**src/rtl/mem_wr_arbiter.sv**
```systemverilog
// ---------------------------------------------------------------------------
// mem_wr_arbiter
//   Shares the single registered write port of DMEM/IMEM between the CPU store
//   path (MEM stage) and the program loader (bulk-write master). CPU stores win
//   by default. A starvation guard stalls the CPU for one cycle so a waiting
//   loader write can drain. In bootloader mode (i_ldr_lock) the loader owns the
//   port outright. Produces byte-lane write enables, lane-replicated write data
//   and the target region from address bits 28 (DMEM) and 29 (IMEM).
//
// Ports
//   i_clk, i_rst        core clock, synchronous active-high reset
//   i_cpu_st_valid      MEM-stage store present
//   i_cpu_addr/_wdata   store byte address / data (value in low bits)
//   i_cpu_funct3        000=SB 001=SH 010=SW, others write nothing
//   i_cpu_pc30          PC[30] of the store; IMEM writes need it set
//   o_cpu_stall         combinational: CPU must hold its MEM stage
//   i_ldr_valid         loader write request
//   o_ldr_ready         combinational: loader request accepted this cycle
//   i_ldr_addr/_wdata   loader word address (bits 1:0 ignored) / data
//   i_ldr_wstrb         loader byte strobes
//   i_ldr_lock          bootloader mode: loader owns the port
//   o_mem_addr          registered word address (addr[ADDR_W+1:2])
//   o_mem_wdata         registered lane-replicated write data
//   o_dmem_we/o_imem_we registered byte enables per memory
//   o_misalign          registered one-cycle pulse for a dropped SH/SW
// ---------------------------------------------------------------------------
module mem_wr_arbiter #(
  parameter int ADDR_W       = 14,
  parameter int STARVE_LIMIT = 8
) (
  input  logic              i_clk,
  input  logic              i_rst,
  input  logic              i_cpu_st_valid,
  input  logic [31:0]       i_cpu_addr,
  input  logic [31:0]       i_cpu_wdata,
  input  logic [2:0]        i_cpu_funct3,
  input  logic              i_cpu_pc30,
  output logic              o_cpu_stall,
  input  logic              i_ldr_valid,
  output logic              o_ldr_ready,
  input  logic [31:0]       i_ldr_addr,
  input  logic [31:0]       i_ldr_wdata,
  input  logic [3:0]        i_ldr_wstrb,
  input  logic              i_ldr_lock,
  output logic [ADDR_W-1:0] o_mem_addr,
  output logic [31:0]       o_mem_wdata,
  output logic [3:0]        o_dmem_we,
  output logic [3:0]        o_imem_we,
  output logic              o_misalign
);

  localparam int CNT_W = (STARVE_LIMIT > 1) ? $clog2(STARVE_LIMIT) : 1;
  localparam logic [CNT_W-1:0] CNT_MAX = CNT_W'(STARVE_LIMIT - 1);

  typedef enum logic [1:0] {
    ST_SHARE = 2'd0,
    ST_FORCE = 2'd1,
    ST_LOCK  = 2'd2
  } state_t;

  state_t           r_state;
  logic [CNT_W-1:0] r_cnt;

  logic              w_cpu_grant;
  logic              w_ldr_grant;
  logic [3:0]        w_we;
  logic [31:0]       w_data;
  logic [31:0]       w_addr;
  logic              w_imem_ok;
  logic              w_mis;
  logic [3:0]        w_dmem_we;
  logic [3:0]        w_imem_we;
  logic [CNT_W-1:0]  w_cnt_next;
  logic              w_starve_hit;
  logic              w_unused;

  // Byte enables for a CPU store; misaligned or non-store funct3 writes nothing.
  function automatic logic [3:0] cpu_lane_we(input logic [2:0] f3, input logic [1:0] a);
    logic [3:0] we;
    we = 4'b0000;
    case (f3)
      3'b000:  we = 4'b0001 << a;
      3'b001:  we = a[0] ? 4'b0000 : (a[1] ? 4'b1100 : 4'b0011);
      3'b010:  we = (a == 2'b00) ? 4'b1111 : 4'b0000;
      default: we = 4'b0000;
    endcase
    return we;
  endfunction

  // Replicate the store value across all lanes it could land in.
  function automatic logic [31:0] cpu_lane_data(input logic [2:0] f3, input logic [31:0] d);
    logic [31:0] r;
    r = d;
    case (f3)
      3'b000:  r = {4{d[7:0]}};
      3'b001:  r = {2{d[15:0]}};
      default: r = d;
    endcase
    return r;
  endfunction

  // SH needs halfword alignment, SW needs word alignment.
  function automatic logic cpu_misaligned(input logic [2:0] f3, input logic [1:0] a);
    logic m;
    m = 1'b0;
    case (f3)
      3'b001:  m = a[0];
      3'b010:  m = (a != 2'b00);
      default: m = 1'b0;
    endcase
    return m;
  endfunction

  // Address bits outside the word index and region bits are intentionally ignored.
  assign w_unused = ^{i_cpu_addr, i_ldr_addr};

  // Grant selection, lane formation, region decode and starve-count next value.
  always_comb begin
    w_cpu_grant  = 1'b0;
    w_ldr_grant  = 1'b0;
    o_cpu_stall  = 1'b0;
    w_we         = 4'b0000;
    w_data       = 32'h0000_0000;
    w_addr       = 32'h0000_0000;
    w_imem_ok    = 1'b0;
    w_mis        = 1'b0;
    w_cnt_next   = r_cnt;
    w_starve_hit = 1'b0;

    // FORCE and LOCK hand the port to the loader; the CPU waits.
    if (r_state != ST_SHARE) begin
      o_cpu_stall = i_cpu_st_valid;
      w_ldr_grant = i_ldr_valid;
      w_cpu_grant = 1'b0;
    end else begin
      o_cpu_stall = 1'b0;
      w_cpu_grant = i_cpu_st_valid;
      w_ldr_grant = i_ldr_valid & ~i_cpu_st_valid;
    end

    if (w_ldr_grant) begin
      w_we      = i_ldr_wstrb;
      w_data    = i_ldr_wdata;
      w_addr    = i_ldr_addr;
      w_imem_ok = 1'b1;
      w_mis     = 1'b0;
    end else if (w_cpu_grant) begin
      w_we      = cpu_lane_we(i_cpu_funct3, i_cpu_addr[1:0]);
      w_data    = cpu_lane_data(i_cpu_funct3, i_cpu_wdata);
      w_addr    = i_cpu_addr;
      w_imem_ok = i_cpu_pc30;
      w_mis     = cpu_misaligned(i_cpu_funct3, i_cpu_addr[1:0]);
    end else begin
      w_we      = 4'b0000;
      w_imem_ok = 1'b0;
      w_mis     = 1'b0;
    end

    // Count consecutive cycles the loader was blocked by a CPU grant.
    if (w_ldr_grant || !i_ldr_valid) begin
      w_cnt_next = {CNT_W{1'b0}};
    end else if (w_cpu_grant) begin
      w_cnt_next = (r_cnt == CNT_MAX) ? r_cnt : (r_cnt + CNT_W'(1));
    end else begin
      w_cnt_next = r_cnt;
    end

    // The cycle in which the blocked count reaches its limit is the last one
    // the CPU wins; the following cycle is FORCE.
    w_starve_hit = i_ldr_valid & w_cpu_grant & (w_cnt_next == CNT_MAX);
  end

  assign o_ldr_ready = w_ldr_grant;
  assign w_dmem_we   = w_addr[28] ? w_we : 4'b0000;
  assign w_imem_we   = (w_addr[29] & w_imem_ok) ? w_we : 4'b0000;

  // FSM, starve counter and registered write-port outputs.
  always_ff @(posedge i_clk) begin
    if (i_rst) begin
      r_state     <= ST_SHARE;
      r_cnt       <= {CNT_W{1'b0}};
      o_mem_addr  <= {ADDR_W{1'b0}};
      o_mem_wdata <= 32'h0000_0000;
      o_dmem_we   <= 4'b0000;
      o_imem_we   <= 4'b0000;
      o_misalign  <= 1'b0;
    end else begin
      if (i_ldr_lock) begin
        r_state <= ST_LOCK;
      end else begin
        case (r_state)
          ST_SHARE: r_state <= w_starve_hit ? ST_FORCE : ST_SHARE;
          ST_FORCE: r_state <= ST_SHARE;
          ST_LOCK:  r_state <= ST_SHARE;
          default:  r_state <= ST_SHARE;
        endcase
      end
      r_cnt <= w_cnt_next;

      // Address and data follow any grant; they hold across idle cycles.
      if (w_cpu_grant || w_ldr_grant) begin
        o_mem_addr  <= w_addr[ADDR_W+1:2];
        o_mem_wdata <= w_data;
      end else begin
        o_mem_addr  <= o_mem_addr;
        o_mem_wdata <= o_mem_wdata;
      end
      o_dmem_we  <= w_dmem_we;
      o_imem_we  <= w_imem_we;
      o_misalign <= w_mis;
    end
  end

endmodule

```
**config.mk**
```make
export PLATFORM = sky130hd
export DESIGN_NAME = mem_wr_arbiter
export DESIGN_NICKNAME = d
export VERILOG_FILES = /design/src/rtl/mem_wr_arbiter.sv
export SDC_FILE = /design/constraint.sdc
export NUM_CORES = 1
export LEC_CHECK = 0
export CAP_MARGIN = 20
export CORE_AREA = 3 3 97 99
export CTS_CLUSTER_SIZE = 25
export DETAILED_ROUTE_END_ITERATION = 16
export DIE_AREA = 0 0 100 102
export PLACE_DENSITY = 0.89
export SYNTH_ARGS = -nofsm -noshare
export SYNTH_HDL_FRONTEND = slang
export SYNTH_SLANG_ARGS = --single-unit
```
**constraint.sdc**
```tcl
create_clock -name i_clk -period 2.1 [get_ports i_clk]
set_clock_uncertainty 0.05 [all_clocks]
set_input_delay 0.42 -clock i_clk [delete_from_list [all_inputs] [get_ports i_clk]]
set_output_delay 0.42 -clock i_clk [all_outputs]
set_load 0.05 [all_outputs]
```
==> impl_results.md, run 1 <==
- WS Path Type: flop to output port
- Total Routing Usage GR: 20.5%
- Part of the cycle the worst path needs: approximately 93%
- Critical path buffers and inverters: 1
- Reg2reg end: o_mem_addr[6]
- Sequential share of power: between 30% and 40%
- Die X: 100 µm
- Arrival @ worst endpoint: ~1.5 ns
- Pin count of the biggest net entering global routing: 37
- Yosys cell types: 42
- CP max stage cell: clkdlybuf4s50_1
- Final net count: ~630
- First-pass GRT wire length: 16300 µm
- DP Wirelength: just under 8000 µm
- TNS Setup: 0 ns
- Leak: 2.02 nW
- Chip Height: 102 µm
- Via density: 5.21
- Share of synthesized registers carrying an async set or reset: 0%
- Synth Cell Area: between 3000 and 4000 µm²
- Clk root buf: clkbuf_8
- Crit path largest cell delay: 0.81 ns
- CP startpoint kind: flop
- Filler cells: 727
- Area taken by multi-input logic gates: approximately 1800 µm²
- Clock-pin slew on the worst setup and hold paths: 0.06 ns
- Max-slew headroom: 64.3%
- Total CTS buffers: 9
- #FFs+latches synth: 60
- Total chip power: 0.00337 W
- Worst Reg2Reg Path Length in Cells: 5
- Overflow after GRT: 0
- FF-to-FF setup slack: 0.48 ns
- Crit-path leading delay family: buffers and inverters
- Area grow syn2layout: 63.6%
- HP Class: input port to flop
- Hold Vio Cnt, Final: 0
- First drt pass iteration count: 4
- Max Clock Freq: 510 MHz
- Worst Path Max Fanout: 2
- Max-cap viol count: 0
- Antenna diodes: 0
- Drt total wl: 10400 µm
- Comb pwr share: about 32%
- Hold path depth: 2
- RSZ-0062 raised after global routing: no
- Row count: 34
- Vias in the first global route: 3305
- Syn. warnings: 0
- Placeable Area: 8640 µm²
- # hold bufs at CTS: 0
- Gate count after technology mapping: 322
- Cell-internal power: roughly 0.0023 W
- Clock Latency Late Sink: roughly 0.33 ns
- ANT nets after route: 0
- Post-synth top flop: dfxtp_1
- Required time worst endpoint: 1.63 ns
- Pwr Density: 647 nW/µm²
- Remaining DRCs: 0
- Switching Fraction: 31.4%
- Clock power frac: 30.5%
- DRT iter0 DRCs: 54
- Wirelength per Cell: 17.4 µm
- Syn Nets: 464
- Final setup viols: 0
- Worst-path cell chain: clkdlybuf4s50_1
- Total number of vias: 3117
- CTS Sinks: 60
- FF+latch area: 1200 µm²
- Crit end category: output port
- Slew Limit Fails: 0
- Share of cells above drive strength 1: 15.3%
- CTS tree: done
- RR Startpoint: r_state[1]
- Register area share after synthesis: 37.7%
- H-tree depth: 3
- Clock Tree Buf Depth: 2
- Antenna violations before repair: 0
- Worst vdd ir: 0.400 mV
- Status: completed
- Post-layout min period: 1.96 ns
- Switching pwr: about 0.0011 W
- Initial Util: a little under two fifths
- Post-synth EDFFs: 0
- Die area: around 10000 µm²
- IO Count: 198
- RePlAce Congestion: 0.756
- Synthesized area per cell: 9.89 µm²
- Min-Delay Startpoint: i_rst
- Slew @ Worst Pin: 0.533 ns
- Port Buf Inserts: 167
- Hold path endpoint: r_state[1]
[power groups by stage]
stage	clock, W	combinational [W]	sequential [W]
after floorplan	0	0.000345	0.00155
after global placement	0	0.00107	0.00128
after detailed placement	0	0.00109	0.00128
after CTS	0.00106	0.00109	0.00126
after global routing	0.00111	0.00115	0.00127
final	0.00103	0.00108	0.00126
[registers in the layout, indices dropped and copies added (netlist names)]
signal and flops:
o_dmem_we 4, r_state 2, o_mem_addr 14, o_imem_we 4, o_misalign 1, o_mem_wdata 32
r_cnt 3
[cell usage in the layout, fill, tap and decap left out, types with 2 or more instances in the layout]
cell type	netlist	routed
nand2_1	19	19
nor2_1	38	38
buf_4	4	13
nor2b_1	17	17
nand2b_1	2	2
nand3_1	3	3
clkbuf_8	0	11
a311oi_1	8	8
mux2i_1	47	47
clkdlybuf4s50_1	0	162
a211oi_1	33	33
xnor2_1	2	2
nor3_1	4	4
buf_12	0	7
a21o_1	2	2
nor2b_4	2	2
dfxtp_1	60	60
and3_1	2	2
a22oi_1	2	2
a211oi_2	30	30
[routing by layer]
metal  vias up  routed length (µm)  GRT usage [%]
met4         0                 125           4.56
met2       130                5150           36.9
met5         -                   0              0
met3        13                 991           8.81
li1       1513                   -              -
met1      1461                4130           22.4
[area by class of cell]
class	instances	area share, %
timing repair buffer	184	36.0
multi-input combinational	231	34.6
sequential	60	23.1
clock buffer	12	2.98
tap	108	2.59
clock inverter	2	0.672
inverter	1	0.0720
[worst max-delay path by stage]
stage,start,endpoint,slack (ns),cells past startpoint
2_1_floorplan,i_cpu_st_valid,o_imem_we[2],0.47,5
3_3_place_gp,i_cpu_st_valid,o_imem_we[0],-0.01,6
3_5_place_dp,i_cpu_st_valid,r_state[0],-0.06,7
4_1_cts,i_cpu_st_valid,o_ldr_ready,0.004,4
5_1_grt,o_mem_wdata[1],o_mem_wdata[1],0.07,1
6_report,o_mem_wdata[11],o_mem_wdata[11],0.14,1
[cells by family (layout without fill, tap and decap cells)]
group	after synthesis	after routing	synth area share, %
adder cells (fa/ha/maj)	1	1	0.393
XOR/XNOR	3	3	0.825
buffers and inverters	31	199	5.74
AND/OR/NAND/NOR	98	98	16.0
multiplexers	47	47	14.8
AO/OA/AOI/OAI	82	82	24.6
flip-flops	60	60	37.7
[through the flow]
step | setup WS [ns] | hold slack, ns | cell area (µm²) | utilization, % | std cells
after floorplan | 0.467 | 0.441 | 3180 | - | 322
after global placement | -0.0110 | 0.468 | 5010 | 58.0 | 583
after detailed placement | -0.0570 | 0.485 | 5010 | 58.0 | 583
after CTS | 0.00421 | 0.492 | 5200 | 60.2 | 597
after global routing | 0.0736 | 0.517 | 5210 | 60.3 | 598
final | 0.137 | 0.493 | 5210 | 60.3 | 598
[timing repair]
| action | in CTS | in global routing |
|---|---|---|
| setup endpoints to repair | 0 | 1 |
| setup buffers | 0 | 1 |
| hold endpoints to repair | 0 | 0 |
| resized for setup | 0 | 1 |
[synthesized netlist by cell type (all sizes together), types with 3 or more instances]
library cell,n,area [µm²]
a211oi,63,623
dfxtp,60,1200
mux2i,47,470
nor2,40,160
buf,21,145
nand2,19,71.3
nor2b,19,134
clkbuf,9,33.8
a311oi,8,70.1
nor3,5,30.0
nand3,3,15.0
Note: power is estimated with default switching activity, not from simulation.
==> inputs of run 2 (changes only) <==
- GPL_TIMING_DRIVEN: default -> 0
==> run 2 against run 1 <==
  * Combinational power barely moved
  * Sequential cell count unchanged
  * Setup slack worse by 0.030 ns
  * Sequential power about the same
  * Critical endpoint is now o_ldr_ready
==> impl_results.md, run 2 (synthesis gave the netlist of run 1 again) <==
- Crit end category: output port
- Most common cell after layout, fill and taps aside: clkdlybuf4s50_1
- RePlAce Congestion: 0.804 (+6.3%)
- Overflow after GRT: 0 (unchanged)
- Hold Vio Cnt, Final: 0 (unchanged)
- First drt pass iteration count: 4 (unchanged)
- Pin count of the biggest net entering global routing: 11 (-70%)
- IO Count: 198 (unchanged)
- Port Buf Inserts: 165 (-1.2%)
- CP startpoint kind: flop
- RSZ-0062 raised after global routing: no
- Routing usage on met2: 38.4% (+1.4 points)
- Final setup viols: 0 (unchanged)
- Commonest non-fill, non-tap cells in the layout: clkdlybuf4s50_1, dfxtp_1, mux2i_1, nor2_1, a211oi_1
- Top reg by flops: o_mem_wdata
- Row count: 34 (unchanged)
- H-tree depth: 3 (unchanged)
- Share of cells above drive strength 1: 14.9% (-0.40 points)
- Post-CTS setup buffers: 0 (unchanged)
- Cell count along the critical path: 4 (+3)
- Die area: 10200 µm² (unchanged)
- Remaining DRCs: 0 (unchanged)
- Pwr Density: 677 nW/µm² (+4.5%)
- Met3 usage: 7.99% (-0.82 points)
- Post-Place Cells: 595 (+2.1%)
- Top Registers: o_mem_wdata (32), o_mem_addr (14)
- Busiest grt layer: met2
- HP Class: flop to flop
- Max-slew headroom: 51.0% (-13 points)
- Max-cap viol count: 0 (unchanged)
- Area grow syn2layout: 63.3%
- Total Routing Usage GR: 21.5% (+1.1 points)
- Worst-path cell chain: or3b_1, buf_6, and2_4, buf_8
- Chip Height: 102 µm (unchanged)
- CTS tree: done
- Final net count: 640 (+1.7%)
- Clock-pin slew on the worst setup and hold paths: 0.07 ns (about the same)
- Slew Limit Fails: 0 (unchanged)
- Slew @ Worst Pin: 0.735 ns (+0.202 ns)
- Antenna diodes: 0 (unchanged)
- Met1 usage: 24.3% (+1.9 points)
- Leak: 2.02 nW (-0.12%)
- Status: completed
- Clock Tree Buf Depth: 2 (unchanged)
- Initial Util: 36.9% (unchanged)
- Final WS setup: 0.107 ns (-0.0304 ns)
- Drt total wl: 11200 µm (+8.1%)
- FF-to-FF setup slack: 0.42 ns (-0.06 ns)
- Hold path depth: 2 (unchanged)
- Max FFs per register: 32 (unchanged)
- Worst Path Max Fanout: 6 (+4)
- Required time worst endpoint: 1.63 ns (about the same)
- Placeable Area: 8640 µm² (unchanged)
- Vias in the first global route: 3333 (+0.85%)
- Worst Reg2Reg Path Length in Cells: 5 (unchanged)
- Antenna violations before repair: 0 (unchanged)
- ANT nets after route: 0 (unchanged)
- WS Path Type: flop to output port
- End-of-flow core utilization: 60.2% (-0.10 points)
- Clk root buf: clkbuf_8
- Place WS: -0.641 ns (-0.584 ns)
- Max Clock Freq: 502 MHz (-1.5%)
- DP Wirelength: 8670 µm (+9.8%)
- Post-layout min period: 1.99 ns (+0.0304 ns)
- Part of the cycle the worst path needs: 94.9% (+1.4 points)
- Die X: 100 µm (unchanged)
- Arrival @ worst endpoint: 1.52 ns (+0.03 ns)
- Via density: 5.20 (-0.21%)
- Total number of vias: 3178 (+2.0%)
- Clock Latency Late Sink: 0.33 ns (about the same)
- CTS Sinks: 60 (unchanged)
- CP max stage cell: or3b_1
- Crit-path leading delay family: simple AND/OR/NAND/NOR gates
- Worst vdd ir: 0.344 mV (-14%)
- Wirelength per Cell: 18.4 µm (+5.8%)
- Crit path largest cell delay: 0.39 ns (-0.42 ns)
- First-pass GRT wire length: 17000 µm (+4.6%)
- Total CTS buffers: 9 (unchanged)
- Critical path buffers and inverters: 2 (+1)
- Final cell count without fillers: 611 (+2.2%)
- DRT iter0 DRCs: 98 (+81%)
==> run 2: cell types whose count changed in the layout (fill, tap and decap cells not counted), sizes merged <==
cell / delta
dlygate4sd2: +1
bufinv: +1
clkbuf: +9
buf: +1
clkinvlp: +1
==> run 2: cell type report <==
| cell class | instances | area (µm²) |
|---|---|---|
| buffer | 30 | 185 |
| clock buffer | 12 | 145 |
| clock inverter | 4 | 72.6 |
| fill | 754 | 3430 |
| inverter | 1 | 3.75 |
| multi-input combinational | 231 | 1800 |
| sequential | 60 | 1200 |
| tap | 108 | 135 |
| timing repair buffer | 165 | 1660 |
==> run 2: worst reg2reg max path, cell delays in order (launching register included) <==
cell	delay (ns)
dfxtp_1	0.34
nor3b_4	0.40
buf_2	0.37
o31ai_1	0.14
o22ai_2	0.21
nor2_1	0.06
==> run 2: where the power goes <==
part | leakage [nW] | internal (W) | switching, W
combinational | 1.41 | 0.000482 | 0.000602
clock | 0.107 | 0.000700 | 0.000476
sequential | 0.497 | 0.00122 | 0.0000391
total | 2.02 | 0.00240 | 0.00112
==> run 2: per-layer routing <==
layer	wire (µm)	up-vias
li1	-	1533
met1	4600	1497
met2	5470	140
met3	1060	8
met4	99	0
met5	0	-
==> run 2: timing repair <==
item | CTS | global route
hold buffers | 0 | 0
endpoints found under the setup margin | 2 | 1
hold endpoints to repair | 0 | 0
gates resized for setup | 9 | 3
==> run 2: worst paths after layout <==
check | from | end
worst max-delay path | r_state[1] | o_ldr_ready
worst min-delay path | r_cnt[2] | r_cnt[2]
worst max register to register | r_state[1] | o_imem_we[3]
worst min register to register | r_cnt[2] | r_cnt[2]
==> run 2: per-stage QoR <==
step	area, µm²	hold slack, ns	power, W	setup TNS (ns)
after floorplan	3180	0.441	0.00190	0
final	5200	0.500	0.00352	0
after global placement	4970	0.465	0.00235	-3.03
after detailed placement	4970	0.488	0.00237	-3.74
after CTS	5190	0.502	0.00354	-0.0986
after global routing	5200	0.553	0.00366	0
